### src/rtl/nonce_search_ctrl_if.sv
// Hash-core handshake bundle for nonce_search_ctrl.
// The controller (master) sends the start pulse and block; the core (slave) returns the result and ready.
interface nonce_search_ctrl_if #(
    parameter int NONCE_W = 32,
    parameter int BLOCK_W = 96,
    parameter int HASH_W  = 24
);
    logic                       hash_start;
    logic [NONCE_W+BLOCK_W-1:0] hash_block;
    logic [HASH_W-1:0]          hash_in;
    logic                       hash_ready;

    modport master (output hash_start, hash_block, input hash_in, hash_ready);
    modport slave  (input hash_start, hash_block, output hash_in, hash_ready);
endinterface

### src/rtl/nonce_search_ctrl.sv
// Nonce-search controller: sweeps [nonce_start, nonce_limit] by nonce_step through an external hash core.
// Optional NONCE_SEARCH_STATS_EN adds the 32-bit saturating 'attempts' counter port.
module nonce_search_ctrl #(
    parameter int NONCE_W       = 32,
    parameter int BLOCK_W       = 96,
    parameter int HASH_W        = 24,
    parameter int CMP_BYTES     = 2,
    parameter bit BYTE_SWAP_OUT = 1'b1
) (
    input  logic                clk,
    input  logic                reset,
    input  logic                start,
    input  logic                abort,
    input  logic [7:0]          target,
    input  logic [BLOCK_W-1:0]  block,
    input  logic [NONCE_W-1:0]  nonce_start,
    input  logic [NONCE_W-1:0]  nonce_limit,
    input  logic [NONCE_W-1:0]  nonce_step,
    nonce_search_ctrl_if.master core,
    output logic                busy,
    output logic                found,
    output logic                exhausted,
    output logic [NONCE_W-1:0]  nonce_out,
`ifdef NONCE_SEARCH_STATS_EN
    output logic [31:0]         attempts,
`endif
    output logic [2:0]          state
);

    typedef enum logic [2:0] {
        ST_IDLE  = 3'd0,
        ST_ISSUE = 3'd1,
        ST_WAIT  = 3'd2,
        ST_CHECK = 3'd3,
        ST_DONE  = 3'd4
    } state_t;

    localparam logic [NONCE_W-1:0] STEP_ONE = NONCE_W'(1);

    state_t                     state_q, state_d;
    logic [7:0]                 target_r;
    logic [BLOCK_W-1:0]         block_r;
    logic [NONCE_W-1:0]         limit_r, step_r, nonce_cur;
    logic [HASH_W-1:0]          hash_r;
    logic [NONCE_W+BLOCK_W-1:0] hash_block_r;
    logic                       hash_start_r;
    logic                       take_result, hit, last_nonce;
    logic [NONCE_W-1:0]         nonce_swapped;
    logic                       unused_hash_bits;

    // A ready coinciding with our own start pulse belongs to no request of this run.
    assign take_result = (state_q == ST_WAIT) && core.hash_ready && !hash_start_r;
    assign last_nonce  = (nonce_cur > limit_r) || ((limit_r - nonce_cur) < step_r);

    // NOTE: every variable written in a combinational block gets a default first, so no latch is inferred.
    always_comb begin
        hit = 1'b1;
        for (int k = 0; k < CMP_BYTES; k++) begin
            if (hash_r[HASH_W-1-8*k -: 8] > target_r) hit = 1'b0;
        end
    end

    always_comb begin
        nonce_swapped = '0;
        for (int b = 0; b < NONCE_W/8; b++) begin
            nonce_swapped[8*b +: 8] = nonce_cur[NONCE_W-1-8*b -: 8];
        end
    end

    always_comb begin
        state_d = state_q;
        case (state_q)
            ST_IDLE:  if (start) state_d = ST_ISSUE;
            ST_ISSUE: state_d = ST_WAIT;
            ST_WAIT:  if (take_result) state_d = ST_CHECK;
            ST_CHECK: state_d = (hit || last_nonce) ? ST_DONE : ST_ISSUE;
            ST_DONE:  if (!start) state_d = ST_IDLE;
            default:  state_d = ST_IDLE;
        endcase
        if (abort) state_d = ST_IDLE;
    end

    // NOTE: sequential state is assigned with non-blocking '<=' so every register samples pre-edge values.
    always_ff @(posedge clk) begin
        if (reset) state_q <= ST_IDLE;
        else       state_q <= state_d;
    end

    always_ff @(posedge clk) begin
        if (reset) begin
            target_r     <= '0;
            block_r      <= '0;
            limit_r      <= '0;
            step_r       <= '0;
            nonce_cur    <= '0;
            hash_r       <= '0;
            hash_block_r <= '0;
            hash_start_r <= 1'b0;
            found        <= 1'b0;
            exhausted    <= 1'b0;
            nonce_out    <= '0;
`ifdef NONCE_SEARCH_STATS_EN
            attempts     <= '0;
`endif
        end else begin
            hash_start_r <= (state_q == ST_ISSUE) && !abort;
            if (abort) begin
                found     <= 1'b0;
                exhausted <= 1'b0;
`ifdef NONCE_SEARCH_STATS_EN
                attempts  <= '0;
`endif
            end else begin
                case (state_q)
                    ST_IDLE: begin
                        target_r  <= target;
                        block_r   <= block;
                        limit_r   <= nonce_limit;
                        step_r    <= (nonce_step == '0) ? STEP_ONE : nonce_step;
                        nonce_cur <= nonce_start;
                        if (start) begin
                            found     <= 1'b0;
                            exhausted <= 1'b0;
`ifdef NONCE_SEARCH_STATS_EN
                            attempts  <= '0;
`endif
                        end
                    end
                    ST_ISSUE: hash_block_r <= {nonce_cur, block_r};
                    ST_WAIT:  if (take_result) hash_r <= core.hash_in;
                    ST_CHECK: begin
`ifdef NONCE_SEARCH_STATS_EN
                        if (attempts != 32'hFFFF_FFFF) attempts <= attempts + 32'd1;
`endif
                        if (hit) begin
                            found     <= 1'b1;
                            nonce_out <= BYTE_SWAP_OUT ? nonce_swapped : nonce_cur;
                        end else if (last_nonce) begin
                            exhausted <= 1'b1;
                        end else begin
                            nonce_cur <= nonce_cur + step_r;
                        end
                    end
                    default: ;
                endcase
            end
        end
    end

    assign busy             = (state_q == ST_ISSUE) || (state_q == ST_WAIT) || (state_q == ST_CHECK);
    assign state            = state_q;
    assign core.hash_start  = hash_start_r && !abort;
    assign core.hash_block  = hash_block_r;
    // Hash bytes below the compared window are captured but never looked at.
    assign unused_hash_bits = ^hash_r;

endmodule

### src/flat_wrapper.sv
// flat-port wrapper written by rule: the top's interface ports become plain ports
module nonce_search_ctrl_flat 
#(
    parameter int NONCE_W       = 32,
    parameter int BLOCK_W       = 96,
    parameter int HASH_W        = 24,
    parameter int CMP_BYTES     = 2,
    parameter bit BYTE_SWAP_OUT = 1'b1
)
  (clk, reset, start, abort, target, block, nonce_start, nonce_limit, nonce_step, busy, found, exhausted, nonce_out, state, core_hash_start, core_hash_block, core_hash_in, core_hash_ready);
  nonce_search_ctrl_if #(.NONCE_W(NONCE_W), .BLOCK_W(BLOCK_W), .HASH_W(HASH_W)) core_i ();
  input  logic clk;
  input  logic reset;
  input  logic start;
  input  logic abort;
  input  logic [7:0] target;
  input  logic [BLOCK_W-1:0] block;
  input  logic [NONCE_W-1:0] nonce_start;
  input  logic [NONCE_W-1:0] nonce_limit;
  input  logic [NONCE_W-1:0] nonce_step;
  output logic busy;
  output logic found;
  output logic exhausted;
  output logic [NONCE_W-1:0] nonce_out;
  output logic [2:0] state;
  output wire logic [$bits(core_i.hash_start)-1:0] core_hash_start;
  output wire logic [$bits(core_i.hash_block)-1:0] core_hash_block;
  input wire logic [$bits(core_i.hash_in)-1:0] core_hash_in;
  input wire logic [$bits(core_i.hash_ready)-1:0] core_hash_ready;
  assign core_hash_start = core_i.hash_start;
  assign core_hash_block = core_i.hash_block;
  assign core_i.hash_in = core_hash_in;
  assign core_i.hash_ready = core_hash_ready;
  nonce_search_ctrl #(.NONCE_W(NONCE_W), .BLOCK_W(BLOCK_W), .HASH_W(HASH_W), .CMP_BYTES(CMP_BYTES), .BYTE_SWAP_OUT(BYTE_SWAP_OUT)) u_core (.clk(clk), .reset(reset), .start(start), .abort(abort), .target(target), .block(block), .nonce_start(nonce_start), .nonce_limit(nonce_limit), .nonce_step(nonce_step), .core(core_i), .busy(busy), .found(found), .exhausted(exhausted), .nonce_out(nonce_out), .state(state));
endmodule
### config.mk
export PLATFORM = sky130hd
export DESIGN_NAME = nonce_search_ctrl_flat
export DESIGN_NICKNAME = d
export VERILOG_FILES = /design/src/rtl/nonce_search_ctrl_if.sv /design/src/rtl/nonce_search_ctrl.sv /design/src/flat_wrapper.sv
export SDC_FILE = /design/constraint.sdc
export NUM_CORES = 1
export LEC_CHECK = 0
export BUFFER_PORTS_ARGS = -buffer_cell sky130_fd_sc_hd__buf_2
export CAP_MARGIN = 20
export CORE_MARGIN = 3
export CORE_UTILIZATION = 50
export DETAILED_ROUTE_END_ITERATION = 10
export GPL_ROUTABILITY_DRIVEN = 0
export GPL_TIMING_DRIVEN = 0
export PLACE_DENSITY = 0.77
export SKIP_LAST_GASP = 1
export SYNTH_ARGS = -nofsm -noshare
export SYNTH_HDL_FRONTEND = slang
export SYNTH_SLANG_ARGS = --single-unit
### constraint.sdc
create_clock -name clk -period 4.84 [get_ports clk]
set_input_delay 0.968 -clock clk [delete_from_list [all_inputs] [get_ports clk]]
set_output_delay 0.968 -clock clk [all_outputs]
set_load 0.01 [all_outputs]
==> flow_metrics.env <==
export IMPL_startpoint_type="register"
export IMPL_powerDensity_nw_per_um2=357
export IMPL_synth_compound_area_share_pct=19.2
export IMPL_final_cells=3315
export IMPL_sw_power_mw=2.33
export IMPL_finalSetupViolCount=33
export IMPL_status="complete, but fails checks"
export IMPL_worst_hold_startpoint="u_core.block_r[44]"
export IMPL_fin_area_sq_um=22600
export IMPL_initial_core_util_pct=51.4
export IMPL_synth_simple_gate_area_share_pct=21.9
export IMPL_drt_antenna_violating_nets=0
export IMPL_numClockSinks=382
export IMPL_worst_path_buf_inv=2
export IMPL_critical_path_slowest_cell="sky130_fd_sc_hd__or4_1"
export IMPL_rsz0062_at_grt="yes"
export IMPL_fp_dieH_um=196
export IMPL_grt_start_max_net_pins=14
export IMPL_post_synth_instance_area_sq_um=18000
export IMPL_pin_slew_with_the_least_headroom_to_its_limit_ps=1180
export IMPL_drcViolationCount=0
export IMPL_crit_type="reg -> reg"
export IMPL_slew_limit_headroom_pct=21.6
export IMPL_vias_per_cell=5.48
export IMPL_clock_insertion_delay_worst_skew_ps=550
export IMPL_placement_rows=68
export IMPL_synth_seq_cells=382
export IMPL_rrSetupSlack_ps=-400
export IMPL_worstPathMaxFanout=4
export IMPL_hold_viol=0
export IMPL_grt_util_all_layers_pct=28.7
export IMPL_avgSynthCellArea_sq_um=7.60
export IMPL_clockBufferDepth=3
export IMPL_post_route_period_util_pct=108
export IMPL_cts_reportedPaths_clkPinSlew_ps=60
export IMPL_min_tclk_post_route_ps=5240
export IMPL_timing_fmax_ghz=0.191
export IMPL_placement_cell_area_sq_um=20500
export IMPL_worst_r2r_endpoint="u_core.nonce_cur[31]"
export IMPL_io_buffers=385
export IMPL_clock_tree_from_tritoncts="done"
export IMPL_vias=18200
export IMPL_synthToLayoutAreaGrowth_pct=25.7
export IMPL_final_hold_worst_slack_ps=440
export IMPL_drt_pass1_iterations=5
export IMPL_power_frac_comb_pct=19.9
export IMPL_peakVddDrop_v=0.000286
export IMPL_place_detailed_instances=3204
export IMPL_crit_arrival_ps=5710
export IMPL_required_ps=5320
export IMPL_synthDistinctLibCells=57
export IMPL_post_place_ws_ps=-1190
export IMPL_final_core_util_pct=64.5
export IMPL_die_x_um=196
export IMPL_leakage_nw=9.70
export IMPL_ctsHtreeMaxLevel=2
export IMPL_routed_wire_length_per_instance_um=17.7
export IMPL_clock_power_share_pct=37.9
export IMPL_worstHoldPathType="reg -> reg"
export IMPL_totalWireLength_um=58600
export IMPL_asyncSetResetFlopFracSynth_pct=0
export IMPL_floorplan_io_pins=396
export IMPL_seq_total_area_yosys_pct=42.6
export IMPL_finalNetCount=3162
export IMPL_fraction_of_layout_instances_using_a_drive_strength_above_1_pct=20.4
export IMPL_netlist_instances=2363
export IMPL_synth_edff_count=0
export IMPL_synth_top_family_by_area="simple AND/OR/NAND/NOR gates"
export IMPL_fin_ws_ps=-397
export IMPL_dpl_hpwl_um=44400
export IMPL_first_global_vias=17100
export IMPL_cpLargestDelayFamily="compound AO/OA/AOI/OAI gates"
export IMPL_crit_path_cell_trace="inv_4, ha_4, nor2b_4, o31a_1, nor3_4, o22ai_4, a211oi_4, o31ai_2, or4_1, a31o_2, a21oi_2, xnor2_1, ha_1, and3_4, nand4_1, nor4_2, o21ai_2, a21oi_2, o31ai_4, o31ai_4, buf_6, or4b_1, a31oi_1"
export IMPL_cp_end_kind="register"
export IMPL_synth_main_ff_cell="sky130_fd_sc_hd__dfxtp_1"
export IMPL_die_area_sq_um=38200
export IMPL_core_sq_um=35000
export IMPL_slew_violations=0
export IMPL_mostFrequentLayoutCell="sky130_fd_sc_hd__nand2_1"
export IMPL_worstHoldEndpoint="u_core.core.hash_block[44]"
export IMPL_yosys_mux_area_fraction_pct=1.17
export IMPL_root_buffer="sky130_fd_sc_hd__clkbuf_16"
export IMPL_seq_power_share_pct=42.1
export IMPL_total_negative_setup_slacks_ps=-8980
export IMPL_swShare_pct=28.9
export IMPL_fin_worst_skew_ps=18.3
export IMPL_fin_total_pwr_mw=8.06
export IMPL_overflow=0
export IMPL_ys_warn_count=0
export IMPL_crit_reg2reg_launch="u_core.nonce_cur[1]"
export IMPL_cts_buffers=41
export IMPL_min_path_cells=2
export IMPL_failing_checks="setup timing"
export IMPL_number_of_drc_markers_after_the_initial_detailed_route_iteration=1201
export IMPL_cap_violations=0
export IMPL_n_fill_cell=3059
export IMPL_antenna_found_initial=16
export IMPL_synthXorXnorAreaFrac_pct=2.39
export IMPL_layout_cells_most_common_list="711 x sky130_fd_sc_hd__nand2_1, 405 x sky130_fd_sc_hd__a21oi_1, 388 x sky130_fd_sc_hd__buf_2, 365 x sky130_fd_sc_hd__dfxtp_1, 134 x sky130_fd_sc_hd__clkbuf_1"
export IMPL_grt_first_pass_wirelength_um=89300
export IMPL_cpPeakStageDelay_ps=430
export IMPL_post_cts_hold_buffer_count=0
export IMPL_internal_power_mw=5.73
export IMPL_ff2ff_path_depth=23
export IMPL_postSynthNetCount=2704
export IMPL_yosys_area_share_adder_pct=7.89
[synth_stat cells (11+ instances only)]
library cell,instances,share of area (%)
sky130_fd_sc_hd__nand2_1,711,15
sky130_fd_sc_hd__a21oi_1,411,11
sky130_fd_sc_hd__dfxtp_1,382,43
sky130_fd_sc_hd__clkbuf_1,130,2.7
sky130_fd_sc_hd__nor2_1,117,2.4
sky130_fd_sc_hd__ha_1,110,7.7
sky130_fd_sc_hd__inv_1,87,1.8
sky130_fd_sc_hd__o21ai_0,45,1.3
sky130_fd_sc_hd__xnor2_1,41,2.0
sky130_fd_sc_hd__a21o_1,38,1.6
sky130_fd_sc_hd__a211oi_1,29,1.2
sky130_fd_sc_hd__nor3_1,27,0.75
sky130_fd_sc_hd__mux2i_1,21,1.2
sky130_fd_sc_hd__nand2b_1,20,0.70
sky130_fd_sc_hd__nand4_1,15,0.52
sky130_fd_sc_hd__nand3_1,14,0.39
sky130_fd_sc_hd__nor2b_1,13,0.45
sky130_fd_sc_hd__nor4_1,13,0.45
sky130_fd_sc_hd__o21a_1,13,0.54
sky130_fd_sc_hd__a311oi_1,11,0.54
sky130_fd_sc_hd__a31oi_1,11,0.38
[repair_timing]
| action | 4_1_cts | 5_1_grt |
|---|---|---|
| pin swaps | 26 | 28 |
| setup endpoints to repair | 35 | 34 |
| resized for setup | 94 | 41 |
| buffers inserted | 13 | 14 |
| cloned | 3 | 1 |
[worst max path at each step]
stage,slack (ps),startpoint,to,cells past startpoint
finish,-400,u_core.nonce_cur[1],u_core.nonce_cur[31],23
floorplan,8,u_core.nonce_cur[1],u_core.nonce_cur[31],22
global placement,-1130,u_core.nonce_cur[1],u_core.nonce_cur[27],23
CTS,-200,u_core.nonce_cur[1],u_core.nonce_cur[31],23
detailed placement,-1190,u_core.nonce_cur[1],u_core.nonce_cur[27],23
global route,-650,u_core.nonce_cur[0],u_core.nonce_cur[31],23
[flip-flops by register name (all words and copies together), names as in the netlist]
name / flops
u_core.core.hash_block: 128
u_core.block_r: 96
u_core.limit_r: 32
u_core.nonce_cur: 32
u_core.nonce_out: 32
u_core.step_r: 32
u_core.hash_r: 16
u_core.target_r: 8
u_core.state: 3
u_core.exhausted: 1
u_core.found: 1
u_core.hash_start_r: 1
[power by group through the flow]
stage / clock, mW / combinational [mW] / sequential, mW
global placement: 0 / 1.35 / 3.45
global route: 3.23 / 1.78 / 3.41
CTS: 3.09 / 1.52 / 3.39
finish: 3.06 / 1.61 / 3.39
floorplan: 0 / 1.01 / 3.41
detailed placement: 0 / 1.40 / 3.45
[routing by layer]
metal,GRT usage (%),vias to the layer above,part of all wire [%]
met5,0,-,0.22
met1,37.0,8346,41
met3,5.45,148,8.6
met2,48.1,775,46
met4,10.6,20,3.7
li1,-,8888,-
[area by class of cell]
class | count | area [sq um] | area share (%)
clock buffer | 57 | 1180 | 5.21
buffer | 139 | 578 | 2.56
multi-input combinational | 1754 | 9820 | 43.5
antenna | 8 | 20.0 | 0.0887
tap | 455 | 569 | 2.52
inverter | 87 | 329 | 1.46
clock inverter | 17 | 149 | 0.660
timing repair buffer | 416 | 2230 | 9.87
sequential | 382 | 7700 | 34.1
[cell families (layout without fill, tap and decap cells)]
group / Yosys count / count (layout)
AO/OA/AOI/OAI: 606 / 606
XOR/XNOR: 49 / 49
adder cells (fa/ha/maj): 112 / 112
buffers and inverters: 227 / 716
flip-flops: 382 / 382
multiplexers: 21 / 21
other: 0 / 8
AND/OR/NAND/NOR: 966 / 966
[worst min-delay path, stage by stage (launching register included)]
cell	delay [ps]
sky130_fd_sc_hd__dfxtp_1	310
sky130_fd_sc_hd__nand2_1	50
sky130_fd_sc_hd__a21oi_1	50
(Power assumes the default switching activity.)
